===== src/rtl/qc_pkg.sv =====
// Shared types and constants for the gate engine datapath and control.
package qc_pkg;

  localparam int FRAC_DEFAULT = 14;
  localparam int H_COEFF      = 11585;

  typedef enum logic [1:0] {
    OP_X = 2'd0,
    OP_Z = 2'd1,
    OP_H = 2'd2,
    OP_S = 2'd3
  } gate_op_t;

  typedef enum logic [2:0] {
    IDLE,
    RD,
    WR_A,
    WR_B,
    FIN
  } state_t;

  // One spare bit so out-of-range targets can be presented and flagged.
  function automatic int targetWidth(input int nQubits);
    return $clog2(nQubits) + 1;
  endfunction

endpackage


===== src/rtl/gate_engine_if.sv =====
// Gate request handshake plus the state-memory bus between engine and memory.
interface gate_engine_if
  import qc_pkg::*;
#(
  parameter int N_QUBITS = 4,
  parameter int WIDTH    = 16
);

  localparam int TW = targetWidth(N_QUBITS);

  logic                       gate_valid;
  logic                       gate_ready;
  gate_op_t                   gate_op;
  logic        [TW-1:0]       gate_target;

  logic                       mem_we;
  logic        [N_QUBITS-1:0] mem_addr_a;
  logic        [N_QUBITS-1:0] mem_addr_b;
  logic signed [WIDTH-1:0]    mem_din_r;
  logic signed [WIDTH-1:0]    mem_din_i;
  logic signed [WIDTH-1:0]    mem_dout_a_r;
  logic signed [WIDTH-1:0]    mem_dout_a_i;
  logic signed [WIDTH-1:0]    mem_dout_b_r;
  logic signed [WIDTH-1:0]    mem_dout_b_i;

  modport slave (
    input  gate_valid, gate_op, gate_target,
    input  mem_dout_a_r, mem_dout_a_i, mem_dout_b_r, mem_dout_b_i,
    output gate_ready,
    output mem_we, mem_addr_a, mem_addr_b, mem_din_r, mem_din_i
  );

  modport master (
    output gate_valid, gate_op, gate_target,
    output mem_dout_a_r, mem_dout_a_i, mem_dout_b_r, mem_dout_b_i,
    input  gate_ready,
    input  mem_we, mem_addr_a, mem_addr_b, mem_din_r, mem_din_i
  );

endinterface


===== src/rtl/cplx_butterfly.sv =====
// Combinational single-qubit gate on one amplitude pair (a, b) with
// rounding and saturation to the WIDTH-bit signed range.
module cplx_butterfly
  import qc_pkg::*;
#(
  parameter int WIDTH = 16,
  parameter int FRAC  = FRAC_DEFAULT
) (
  input  logic signed [WIDTH-1:0] aR_i,
  input  logic signed [WIDTH-1:0] aI_i,
  input  logic signed [WIDTH-1:0] bR_i,
  input  logic signed [WIDTH-1:0] bI_i,
  input  gate_op_t                op_i,
  output logic signed [WIDTH-1:0] aR_o,
  output logic signed [WIDTH-1:0] aI_o,
  output logic signed [WIDTH-1:0] bR_o,
  output logic signed [WIDTH-1:0] bI_o
);

  localparam int PW = 2 * WIDTH + 1;

  localparam logic signed [WIDTH-1:0] MAX_V   = {1'b0, {(WIDTH-1){1'b1}}};
  localparam logic signed [WIDTH-1:0] MIN_V   = {1'b1, {(WIDTH-1){1'b0}}};
  localparam logic signed [PW-1:0]    MAX_P   = PW'(MAX_V);
  localparam logic signed [PW-1:0]    MIN_P   = PW'(MIN_V);
  localparam logic signed [PW-1:0]    ROUND_P = PW'(1) << (FRAC - 1);
  localparam logic signed [WIDTH-1:0] COEFF   = WIDTH'(H_COEFF);

  function automatic logic signed [WIDTH-1:0] satNeg(input logic signed [WIDTH-1:0] x);
    if (x == MIN_V) return MAX_V;
    return -x;
  endfunction

  // Sum is WIDTH+1 bits wide, so the product never overflows PW bits.
  function automatic logic signed [WIDTH-1:0] hScale(input logic signed [WIDTH:0] s);
    logic signed [PW-1:0] prod;
    logic signed [PW-1:0] shifted;
    prod    = PW'(s) * PW'(COEFF);
    shifted = (prod + ROUND_P) >>> FRAC;
    if (shifted > MAX_P) return MAX_V;
    if (shifted < MIN_P) return MIN_V;
    return shifted[WIDTH-1:0];
  endfunction

  logic signed [WIDTH:0] sumR;
  logic signed [WIDTH:0] sumI;
  logic signed [WIDTH:0] diffR;
  logic signed [WIDTH:0] diffI;

  always_comb begin
    sumR  = (WIDTH+1)'(aR_i) + (WIDTH+1)'(bR_i);
    sumI  = (WIDTH+1)'(aI_i) + (WIDTH+1)'(bI_i);
    diffR = (WIDTH+1)'(aR_i) - (WIDTH+1)'(bR_i);
    diffI = (WIDTH+1)'(aI_i) - (WIDTH+1)'(bI_i);
    aR_o  = aR_i;
    aI_o  = aI_i;
    bR_o  = bR_i;
    bI_o  = bI_i;
    case (op_i)
      OP_X: begin
        aR_o = bR_i;
        aI_o = bI_i;
        bR_o = aR_i;
        bI_o = aI_i;
      end
      OP_Z: begin
        bR_o = satNeg(bR_i);
        bI_o = satNeg(bI_i);
      end
      OP_H: begin
        aR_o = hScale(sumR);
        aI_o = hScale(sumI);
        bR_o = hScale(diffR);
        bI_o = hScale(diffI);
      end
      OP_S: begin
        bR_o = satNeg(bI_i);
        bI_o = bR_i;
      end
      default: begin
        aR_o = aR_i;
      end
    endcase
  end

endmodule


===== src/rtl/gate_engine.sv =====
// Applies one single-qubit gate across the whole state vector, one amplitude
// pair per three cycles (read, write a', write b').
module gate_engine
  import qc_pkg::*;
#(
  parameter int N_QUBITS = 4,
  parameter int WIDTH    = 16,
  parameter int FRAC     = FRAC_DEFAULT
) (
  input  logic         clk,
  input  logic         rst_n,
  gate_engine_if.slave bus,
  output logic         busy,
  output logic         done,
  output logic         err
);

  localparam int                  DEPTH  = 2 ** N_QUBITS;
  localparam int                  TW     = targetWidth(N_QUBITS);
  localparam logic [N_QUBITS-1:0] LAST_K = N_QUBITS'(DEPTH / 2 - 1);
  localparam logic [TW-1:0]       NQ_T   = TW'(N_QUBITS);

  function automatic logic [N_QUBITS-1:0] bitOf(input logic [TW-1:0] t);
    return N_QUBITS'(1) << t;
  endfunction

  // Pair index k with a zero spliced in at the target bit position.
  function automatic logic [N_QUBITS-1:0] insertZero(input logic [N_QUBITS-1:0] kk,
                                                     input logic [TW-1:0]       t);
    logic [N_QUBITS-1:0] lowMask;
    logic [N_QUBITS-1:0] high;
    lowMask = bitOf(t) - N_QUBITS'(1);
    high    = (kk >> t) << t;
    return (high << 1) | (kk & lowMask);
  endfunction

  state_t                     state_q;
  logic        [N_QUBITS-1:0] k_q;
  gate_op_t                   op_q;
  logic        [TW-1:0]       target_q;
  logic                       ready_q;
  logic                       busy_q;
  logic                       done_q;
  logic                       err_q;
  logic                       we_q;
  logic        [N_QUBITS-1:0] addrA_q;
  logic        [N_QUBITS-1:0] addrB_q;
  logic signed [WIDTH-1:0]    dinR_q;
  logic signed [WIDTH-1:0]    dinI_q;
  logic signed [WIDTH-1:0]    resBR_q;
  logic signed [WIDTH-1:0]    resBI_q;

  logic        [N_QUBITS-1:0] kNext_d;
  logic        [N_QUBITS-1:0] i0Next_d;
  logic        [N_QUBITS-1:0] i1Next_d;

  logic signed [WIDTH-1:0]    bfAR;
  logic signed [WIDTH-1:0]    bfAI;
  logic signed [WIDTH-1:0]    bfBR;
  logic signed [WIDTH-1:0]    bfBI;

  always_comb begin
    kNext_d  = k_q + N_QUBITS'(1);
    i0Next_d = insertZero(kNext_d, target_q);
    i1Next_d = i0Next_d | bitOf(target_q);
  end

  cplx_butterfly #(
    .WIDTH (WIDTH),
    .FRAC  (FRAC)
  ) u_butterfly (
    .aR_i (bus.mem_dout_a_r),
    .aI_i (bus.mem_dout_a_i),
    .bR_i (bus.mem_dout_b_r),
    .bI_i (bus.mem_dout_b_i),
    .op_i (op_q),
    .aR_o (bfAR),
    .aI_o (bfAI),
    .bR_o (bfBR),
    .bI_o (bfBI)
  );

  // Addresses for the next RD are set up on the edge that enters RD.
  always_ff @(posedge clk or negedge rst_n) begin
    if (!rst_n) begin
      state_q  <= IDLE;
      k_q      <= '0;
      op_q     <= OP_X;
      target_q <= '0;
      ready_q  <= 1'b1;
      busy_q   <= 1'b0;
      done_q   <= 1'b0;
      err_q    <= 1'b0;
      we_q     <= 1'b0;
      addrA_q  <= '0;
      addrB_q  <= '0;
      dinR_q   <= '0;
      dinI_q   <= '0;
      resBR_q  <= '0;
      resBI_q  <= '0;
    end else begin
      case (state_q)
        IDLE: begin
          if (bus.gate_valid && ready_q) begin
            op_q     <= bus.gate_op;
            target_q <= bus.gate_target;
            k_q      <= '0;
            ready_q  <= 1'b0;
            busy_q   <= 1'b1;
            if (bus.gate_target < NQ_T) begin
              state_q <= RD;
              addrA_q <= '0;
              addrB_q <= bitOf(bus.gate_target);
            end else begin
              state_q <= FIN;
              done_q  <= 1'b1;
              err_q   <= 1'b1;
            end
          end
        end
        RD: begin
          resBR_q <= bfBR;
          resBI_q <= bfBI;
          dinR_q  <= bfAR;
          dinI_q  <= bfAI;
          we_q    <= 1'b1;
          state_q <= WR_A;
        end
        WR_A: begin
          addrA_q <= addrB_q;
          dinR_q  <= resBR_q;
          dinI_q  <= resBI_q;
          state_q <= WR_B;
        end
        WR_B: begin
          we_q <= 1'b0;
          if (k_q < LAST_K) begin
            k_q     <= kNext_d;
            addrA_q <= i0Next_d;
            addrB_q <= i1Next_d;
            state_q <= RD;
          end else begin
            done_q  <= 1'b1;
            state_q <= FIN;
          end
        end
        FIN: begin
          done_q  <= 1'b0;
          err_q   <= 1'b0;
          busy_q  <= 1'b0;
          ready_q <= 1'b1;
          state_q <= IDLE;
        end
        default: begin
          we_q    <= 1'b0;
          busy_q  <= 1'b0;
          ready_q <= 1'b1;
          state_q <= IDLE;
        end
      endcase
    end
  end

  assign bus.gate_ready = ready_q;
  assign bus.mem_we     = we_q;
  assign bus.mem_addr_a = addrA_q;
  assign bus.mem_addr_b = addrB_q;
  assign bus.mem_din_r  = dinR_q;
  assign bus.mem_din_i  = dinI_q;
  assign busy           = busy_q;
  assign done           = done_q;
  assign err            = err_q;

endmodule


===== src/flat_wrapper.sv =====
// flat-port wrapper written by rule: the top's interface ports become plain ports
module gate_engine_flat import qc_pkg::*;
#(
  parameter int N_QUBITS = 4,
  parameter int WIDTH    = 16,
  parameter int FRAC     = FRAC_DEFAULT
)
  (clk, rst_n, busy, done, err, bus_gate_valid, bus_gate_op, bus_gate_target, bus_mem_dout_a_r, bus_mem_dout_a_i, bus_mem_dout_b_r, bus_mem_dout_b_i, bus_gate_ready, bus_mem_we, bus_mem_addr_a, bus_mem_addr_b, bus_mem_din_r, bus_mem_din_i);
  gate_engine_if #(.N_QUBITS(N_QUBITS), .WIDTH(WIDTH)) bus_i ();
  input  logic clk;
  input  logic rst_n;
  output logic busy;
  output logic done;
  output logic err;
  input wire logic [$bits(bus_i.gate_valid)-1:0] bus_gate_valid;
  input wire logic [$bits(bus_i.gate_op)-1:0] bus_gate_op;
  input wire logic [$bits(bus_i.gate_target)-1:0] bus_gate_target;
  input wire logic [$bits(bus_i.mem_dout_a_r)-1:0] bus_mem_dout_a_r;
  input wire logic [$bits(bus_i.mem_dout_a_i)-1:0] bus_mem_dout_a_i;
  input wire logic [$bits(bus_i.mem_dout_b_r)-1:0] bus_mem_dout_b_r;
  input wire logic [$bits(bus_i.mem_dout_b_i)-1:0] bus_mem_dout_b_i;
  output wire logic [$bits(bus_i.gate_ready)-1:0] bus_gate_ready;
  output wire logic [$bits(bus_i.mem_we)-1:0] bus_mem_we;
  output wire logic [$bits(bus_i.mem_addr_a)-1:0] bus_mem_addr_a;
  output wire logic [$bits(bus_i.mem_addr_b)-1:0] bus_mem_addr_b;
  output wire logic [$bits(bus_i.mem_din_r)-1:0] bus_mem_din_r;
  output wire logic [$bits(bus_i.mem_din_i)-1:0] bus_mem_din_i;
  assign bus_i.gate_valid = bus_gate_valid;
  assign bus_i.gate_op = bus_gate_op;
  assign bus_i.gate_target = bus_gate_target;
  assign bus_i.mem_dout_a_r = bus_mem_dout_a_r;
  assign bus_i.mem_dout_a_i = bus_mem_dout_a_i;
  assign bus_i.mem_dout_b_r = bus_mem_dout_b_r;
  assign bus_i.mem_dout_b_i = bus_mem_dout_b_i;
  assign bus_gate_ready = bus_i.gate_ready;
  assign bus_mem_we = bus_i.mem_we;
  assign bus_mem_addr_a = bus_i.mem_addr_a;
  assign bus_mem_addr_b = bus_i.mem_addr_b;
  assign bus_mem_din_r = bus_i.mem_din_r;
  assign bus_mem_din_i = bus_i.mem_din_i;
  gate_engine #(.N_QUBITS(N_QUBITS), .WIDTH(WIDTH), .FRAC(FRAC)) u_core (.clk(clk), .rst_n(rst_n), .bus(bus_i), .busy(busy), .done(done), .err(err));
endmodule

===== config.mk =====
export PLATFORM = sky130hd
export DESIGN_NAME = gate_engine_flat
export DESIGN_NICKNAME = d
export VERILOG_FILES = /design/src/rtl/qc_pkg.sv /design/src/rtl/gate_engine_if.sv /design/src/rtl/cplx_butterfly.sv /design/src/rtl/gate_engine.sv /design/src/flat_wrapper.sv
export SDC_FILE = /design/constraint.sdc
export NUM_CORES = 1
export LEC_CHECK = 0
export ABC_CLOCK_PERIOD_IN_PS = 1700
export CAP_MARGIN = 25
export CORE_UTILIZATION = 58
export CTS_BUF_LIST = sky130_fd_sc_hd__clkbuf_8 sky130_fd_sc_hd__clkbuf_16
export DETAILED_ROUTE_END_ITERATION = 8
export GPL_TIMING_DRIVEN = 0
export PLACE_DENSITY_LB_ADDON = 0.1
export SYNTH_ARGS = -nofsm -noshare
export SYNTH_HDL_FRONTEND = slang
export SYNTH_SLANG_ARGS = --single-unit

===== constraint.sdc =====
create_clock -name clk -period 1.7 [get_ports clk]
set_clock_uncertainty 0.05 [all_clocks]
set_input_delay 0.34 -clock clk [delete_from_list [all_inputs] [get_ports clk]]
set_output_delay 0.34 -clock clk [all_outputs]
set_load 0.005 [all_outputs]

==> metrics.txt, run 1 <==
outcome finished with violations; violated checks setup timing; end of the worst register-to-register path u_core.resBI_q[15]; yosys warns 0; Post-layout nets 3792; maximum number of pins on one net before global-route repair 73; RSZ-0062 raised after global routing yes; clock root buffer sky130_fd_sc_hd__clkbuf_16; number of CTS-inserted buffers 9; area of the core region 40100 µm²; part of the cycle the worst path needs 462.8%; required time of the worst setup path about 1900 ps; floorplan die width between 200 and 250 µm; vias per inst ~6.3; Clock Path Buffers 2; number of placed I/O pins 117; global-route wire length before repair between 100 and 150 mm; antenna violations before repair 1; synthesized area per cell 9.038 µm²; startpoint class of the critical path input port; clock tree from TritonCTS built; grt met1 use 46.89%; global-route congestion overflow total 0; number of port buffers ~120; startpoint of the most critical register-to-register path u_core.state_q[1]; Post-synth EDFFs 0; grt met3 use 4.248%; number of fill cells 2613; number of nets with antenna violations after routing 0; Die Y around 200 µm; final routed wire length divided by cell count 23.34 µm; number of H-tree branching levels 3; Rows 73; layer with the highest usage after global routing met2; critical path's largest stage delay just over 700 ps; Worst-Skew Late Latency 350 ps; Post-synth top cells sky130_fd_sc_hd__ha_1, sky130_fd_sc_hd__inv_1, sky130_fd_sc_hd__fa_1, sky130_fd_sc_hd__a21oi_1, sky130_fd_sc_hd__nor2_1; initial drt markers 1697; reg-to-reg setup timing slack -1200 ps; final hold viol count 0; initial core utilization approximately 59%; Final HPWL DP 61.87 mm; number of sinks driven by the clock tree 89; combined area of all synthesized cells 23790 µm²; met2 GRT Util a little under 70%; area taken by flip-flops and latches 2233 µm²; worst setup path class in -> reg; gate count of the mapped netlist 2632; sequential share of the synthesized area around a tenth; timing-limited maximum frequency 127.1 MHz; cell type contributing the most total cell area after synthesis sky130_fd_sc_hd__ha_1; Placer Congestion roughly 1.0; Tmin final between 7000 and 8000 ps; first-pass detailed-route iteration total 8; proportion of layout cells with a drive suffix above 1 25.66%; Synthesized Nets approximately 3500; number of max-cap violations 0; leading cell type by number of instances after synthesis sky130_fd_sc_hd__ha_1; Arr. time, crit path 8030 ps; transition time at the pin with the least slew margin slightly above 1000 ps; Max-slew headroom 31.10%; maximum fanout encountered on the critical timing path 5; count of unresolved DRC violations after routing 0; cells on worst reg2reg path 7; path category of the worst min-delay check in -> reg; Pins Over Slew Limit 0; Critical Path End Type flop; Most used DFF post-synth sky130_fd_sc_hd__dfrtp_1; capture point of the worst path u_core.bus.mem_din_r[12]; standard cell with the maximum stage delay on the critical path sky130_fd_sc_hd__a222oi_1; Setup violations, final 64; overall global routing resource usage 38.64%; top cells by area, synth sky130_fd_sc_hd__ha_1, sky130_fd_sc_hd__fa_1, sky130_fd_sc_hd__dfrtp_1; portion of synthesized cell area occupied by the leading cell type around 28%; post-synthesis register bit count 89; Final WS setup -6167 ps; Die ar. roughly 42000 µm²; Setup Total Neg Slack -366530 ps; post-synthesis to final-layout area growth 30.49%; Vias between 20000 and 25000; number of global-route vias before repair 22970; Multi-input gate area 23020 µm²; total length of routed wires 81.05 mm; Setup crit start bus_mem_dout_b_r[1]; clock transition time at the flip-flop clock pins of the worst setup and hold paths 70 ps; FFs w/ async S/R, synth 100.0%; Unique masters post-synth 85
## layout make-up
type / instances / area share (%)
antenna: 1 / 0.008061
buffer: 55 / 1.133
clock buffer: 10 / 0.7698
clock inverter: 6 / 0.3144
inverter: 428 / 5.385
multi-input combinational: 2043 / 74.14
sequential: 89 / 7.194
tap: 525 / 2.116
timing repair buffer: 315 / 8.936
## repair_timing
action / CTS / global route
gates resized for setup: 625 / 141
hold buffers: 1 / 0
hold endpoints to repair: 16 / 0
setup buffers: 150 / 40
gates cloned: 6 / 2
endpoints found under the setup margin: 80 / 84
pin swaps: 211 / 110
## routing by layer
layer	part of all wire (%)	wire length [µm]	up-vias
li1	-	-	9740
met1	39	31520	10640
met2	49	39630	1021
met3	6.3	5109	299
met4	5.9	4787	0
met5	0	0	-
## cell families after synthesis
family / count (synthesis) / synth area share [%]
compound gates: 595 / 16.81
xor+xnor: 180 / 6.627
fa+ha+maj: 780 / 48.97
buf+inv: 502 / 8.037
flops: 89 / 9.367
mux: 8 / 0.3576
simple gates: 478 / 9.830
## worst min path at each step
stage | startpoint | to | slack (ps) | depth (start not counted)
CTS | bus_mem_dout_b_r[2] | u_core.resBI_q[2] | 300 | 3
global route | bus_mem_dout_b_r[2] | u_core.resBI_q[2] | 330 | 3
global placement | u_core.bus.mem_addr_a[2] | u_core.bus.mem_addr_a[2] | 420 | 2
finish | bus_mem_dout_b_r[2] | u_core.resBI_q[2] | 310 | 3
detailed placement | rst_n | u_core.bus.mem_addr_a[1] | 190 | 1
floorplan | rst_n | u_core.bus.mem_addr_a[0] | -6 | 0
## flip-flops by register name, indices dropped and copies added, names as in the netlist
name and cells:
u_core.k_q 4, u_core.bus.gate_ready 1, u_core.resBI_q 16, u_core.target_q 3
u_core.busy 1, u_core.op_q 2, u_core.resBR_q 16, u_core.bus.mem_din_r 16
u_core.bus.mem_addr_b 4, u_core.bus.mem_addr_a 4, u_core.state_q 3, u_core.bus.mem_din_i 16
u_core.bus.mem_we 1, u_core.err 1, u_core.done 1
## per-stage QoR
stage | cell area, µm² | utilization (%) | std cells | hold WS (ps) | setup WS [ps]
CTS | 30030 | 74.88 | 3428 | 298.8 | -6030
global placement | 26390 | 65.81 | 3272 | 418.0 | -7868
floorplan | 24580 | - | 2632 | -5.591 | -5711
finish | 31040 | 77.42 | 3472 | 314.4 | -6167
detailed placement | 26420 | 65.89 | 3274 | 187.5 | -7981
global route | 31040 | 77.42 | 3472 | 330.5 | -6298
## cell usage in the layout (no fill, tap or decap), types with 40 or more instances in the layout
| cell type | n |
|---|---|
| sky130_fd_sc_hd__clkdlybuf4s50_1 | 50 |
| sky130_fd_sc_hd__nor3_1 | 40 |
| sky130_fd_sc_hd__xnor2_1 | 85 |
| sky130_fd_sc_hd__nor2_1 | 122 |
| sky130_fd_sc_hd__inv_1 | 376 |
| sky130_fd_sc_hd__a21oi_2 | 53 |
| sky130_fd_sc_hd__dfrtp_1 | 84 |
| sky130_fd_sc_hd__ha_1 | 428 |
| sky130_fd_sc_hd__buf_4 | 182 |
| sky130_fd_sc_hd__a21o_1 | 48 |
| sky130_fd_sc_hd__nand2_1 | 99 |
| sky130_fd_sc_hd__fa_1 | 231 |
| sky130_fd_sc_hd__ha_4 | 91 |
| sky130_fd_sc_hd__a21oi_1 | 104 |
| sky130_fd_sc_hd__o21ai_0 | 78 |
| sky130_fd_sc_hd__xor2_1 | 46 |
## worst max-delay path: cells and delay by family
family | cells | cell delay, ps
compound gates | 15 | 3250
fa+ha+maj | 8 | 2870
simple gates | 4 | 760
buf+inv | 7 | 640
xor+xnor | 1 | 160
Power of run 1 is left out: the tool's default activity adds up to more than one toggle a clock period on the data nets, which glitch-free logic cannot reach.
==> run 2: changes to the inputs <==
--- a/config.mk
+++ b/config.mk
@@ -7,11 +7,11 @@
 export LEC_CHECK = 0
 export ABC_CLOCK_PERIOD_IN_PS = 1700
 export CAP_MARGIN = 25
-export CORE_UTILIZATION = 58
+export CORE_UTILIZATION = 40
 export CTS_BUF_LIST = sky130_fd_sc_hd__clkbuf_8 sky130_fd_sc_hd__clkbuf_16
 export DETAILED_ROUTE_END_ITERATION = 8
 export GPL_TIMING_DRIVEN = 0
-export PLACE_DENSITY_LB_ADDON = 0.1
+export SLEW_MARGIN = 5
 export SYNTH_ARGS = -nofsm -noshare
 export SYNTH_HDL_FRONTEND = slang
 export SYNTH_SLANG_ARGS = --single-unit
==> run 2 against run 1 <==
- the run still ends with setup timing left
- sequential cell count unchanged
- register-to-register slack lost 240 ps
- critical path type unchanged
- utilization is 25 points lower
==> metrics.txt, run 2 (synthesis gave the netlist of run 1 again) <==
Most Frequent Cell on Critical Path sky130_fd_sc_hd__ha_4; final hold viol count 0 (unchanged); violated checks setup timing; final core utilization 52.90% (-25 points); Die Y 245.9 µm (+20%); RSZ-0062 raised after global routing yes; count of unresolved DRC violations after routing 0 (unchanged); Critical Path End Type flop; Clock Path Buffers 2 (unchanged); transition time at the pin with the least slew margin 1020 ps (-9.271 ps); path category of the worst min-delay check in -> reg; Max-slew headroom 31.72% (+0.62 points); proportion of layout cells with a drive suffix above 1 25.03% (-0.63 points); Worst-Skew Late Latency 370 ps (+20 ps); clock tree from TritonCTS built; commonest cells after routing, fill and taps aside sky130_fd_sc_hd__ha_1, sky130_fd_sc_hd__inv_1, sky130_fd_sc_hd__fa_1; most common cell after layout, fill and taps aside sky130_fd_sc_hd__ha_1; Vias 21140 (-2.6%); floorplan die width 245.9 µm (+20%); startpoint class of the critical path input port; part of the cycle the worst path needs 451.0% (-12 points); number of port buffers 115 (unchanged); number of CTS-inserted buffers 9 (unchanged); maximum fanout encountered on the critical timing path 5 (unchanged); area of the core region 58910 µm² (+47%); clock transition time at the flip-flop clock pins of the worst setup and hold paths 80 ps (about the same); number of H-tree branching levels 3 (unchanged); final routed wire length divided by cell count 21.86 µm (-6.4%); post-synthesis to final-layout area growth 31.00%; standard cell with the maximum stage delay on the critical path sky130_fd_sc_hd__fa_2; worst slack, placed -7782 ps (+198.6 ps); Pins Over Slew Limit 0 (unchanged); antenna violations before repair 1 (unchanged); required time of the worst setup path 1900 ps (+40 ps); outcome finished with violations; Final HPWL DP 64.39 mm (+4.1%); initial drt markers 1497 (-12%); overall global routing resource usage 26.79% (-12 points); number of sinks driven by the clock tree 89 (unchanged); Final WS setup -5967 ps (+200.1 ps); Rows 89 (+22%); reg-to-reg setup timing slack -1440 ps (-240 ps); number of placed I/O pins 117 (unchanged); total length of routed wires 81.25 mm (+0.25%); number of max-cap violations 0 (unchanged); maximum number of pins on one net before global-route repair 64 (-12%); Die ar. 60450 µm² (+45%); Post-layout nets 3790 (-0.053%); Placer Congestion 0.9909 (-2.7%); number of global-route vias before repair 22120 (-3.7%); number of nets with antenna violations after routing 0 (unchanged); vias per inst 5.686 (-9.0%); critical path's largest stage delay 560 ps (-160 ps); Tmin final 7667 ps (-200.1 ps); worst setup path class in -> reg; global-route wire length before repair 124.8 mm (+0.46%); first-pass detailed-route iteration total 8 (unchanged); global-route congestion overflow total 0 (unchanged); initial core utilization 40.38% (-19 points); diodes inserted 0 (-1); Setup violations, final 64 (unchanged); clock root buffer sky130_fd_sc_hd__clkbuf_16; timing-limited maximum frequency 130.4 MHz (+2.6%); Arr. time, crit path 7860 ps (-170 ps)
[run 2: changes by cell type in the layout (fill, tap and decap cells not counted), sizes merged]
cell / previous run / this run
clkdlybuf4s50: 50 / 26
dlygate4sd2: 14 / 30
dlymetal6s2s: 8 / 16
inv: 422 / 425
buf: 241 / 243
clkbuf: 56 / 54
clkdlybuf4s15: 9 / 7
clkinv: 4 / 3
clkinvlp: 6 / 5
diode: 1 / 0
nor2: 141 / 140
[run 2: worst paths after layout]
kind	startpoint	endpoint	cells past startpoint
worst max-delay path	bus_mem_dout_b_i[1]	u_core.bus.mem_din_i[3]	36
worst min-delay path	bus_mem_dout_b_r[8]	u_core.bus.mem_din_r[8]	3
worst max register to register	u_core.state_q[1]	u_core.resBI_q[0]	7
worst min register to register	u_core.bus.mem_addr_a[2]	u_core.bus.mem_addr_a[2]	2
max in group asynchronous	rst_n	u_core.op_q[0]	3
min in group asynchronous	rst_n	u_core.bus.mem_addr_b[2]	2
[run 2: layout make-up]
class / instances / area [µm²]
Buffer: 56 / 379.1
Clock buffer: 9 / 225.2
Clock inverter: 7 / 100.1
Fill cell: 5269 / 27740
Inverter: 428 / 1669
Multi-Input combinational cell: 2042 / 22770
Sequential cell: 89 / 2236
Tap cell: 773 / 967.2
Timing Repair Buffer: 313 / 2815
[run 2: critical path, delay by kind of cell]
| kind | cells | cell delay (ps) |
|---|---|---|
| xor+xnor | 2 | 290 |
| simple gates | 1 | 120 |
| compound gates | 17 | 3260 |
| buf+inv | 7 | 580 |
| fa+ha+maj | 9 | 3260 |
[run 2: through the flow]
step | area [µm²] | cells | hold WS, ps | setup TNS [ps]
2_1_floorplan | 24580 | 2632 | -5.591 | -355440
3_3_place_gp | 26700 | 3520 | 427.1 | -777070
3_5_place_dp | 26730 | 3522 | 243.0 | -487920
4_1_cts | 29730 | 3659 | 270.8 | -360160
5_1_grt | 31160 | 3717 | 267.0 | -382310
6_report | 31160 | 3717 | 272.2 | -368950
[run 2: layer usage]
layer | GRT usage, % | part of all wire (%)
met5 | 0 | 0
met4 | 8.787 | 3.6
met3 | 3.449 | 6.3
met2 | 45.90 | 48
met1 | 34.63 | 43
[run 2: repair_timing]
item | CTS | global route
resized for setup | 590 | 205
endpoints found under the setup margin | 103 | 90
endpoints found under the hold margin | 25 | 0
setup buffers | 132 | 58
hold buffers | 1 | 0
pin swaps | 148 | 166
gates cloned | 6 | 1
Power of run 2 is left out for the same reason.
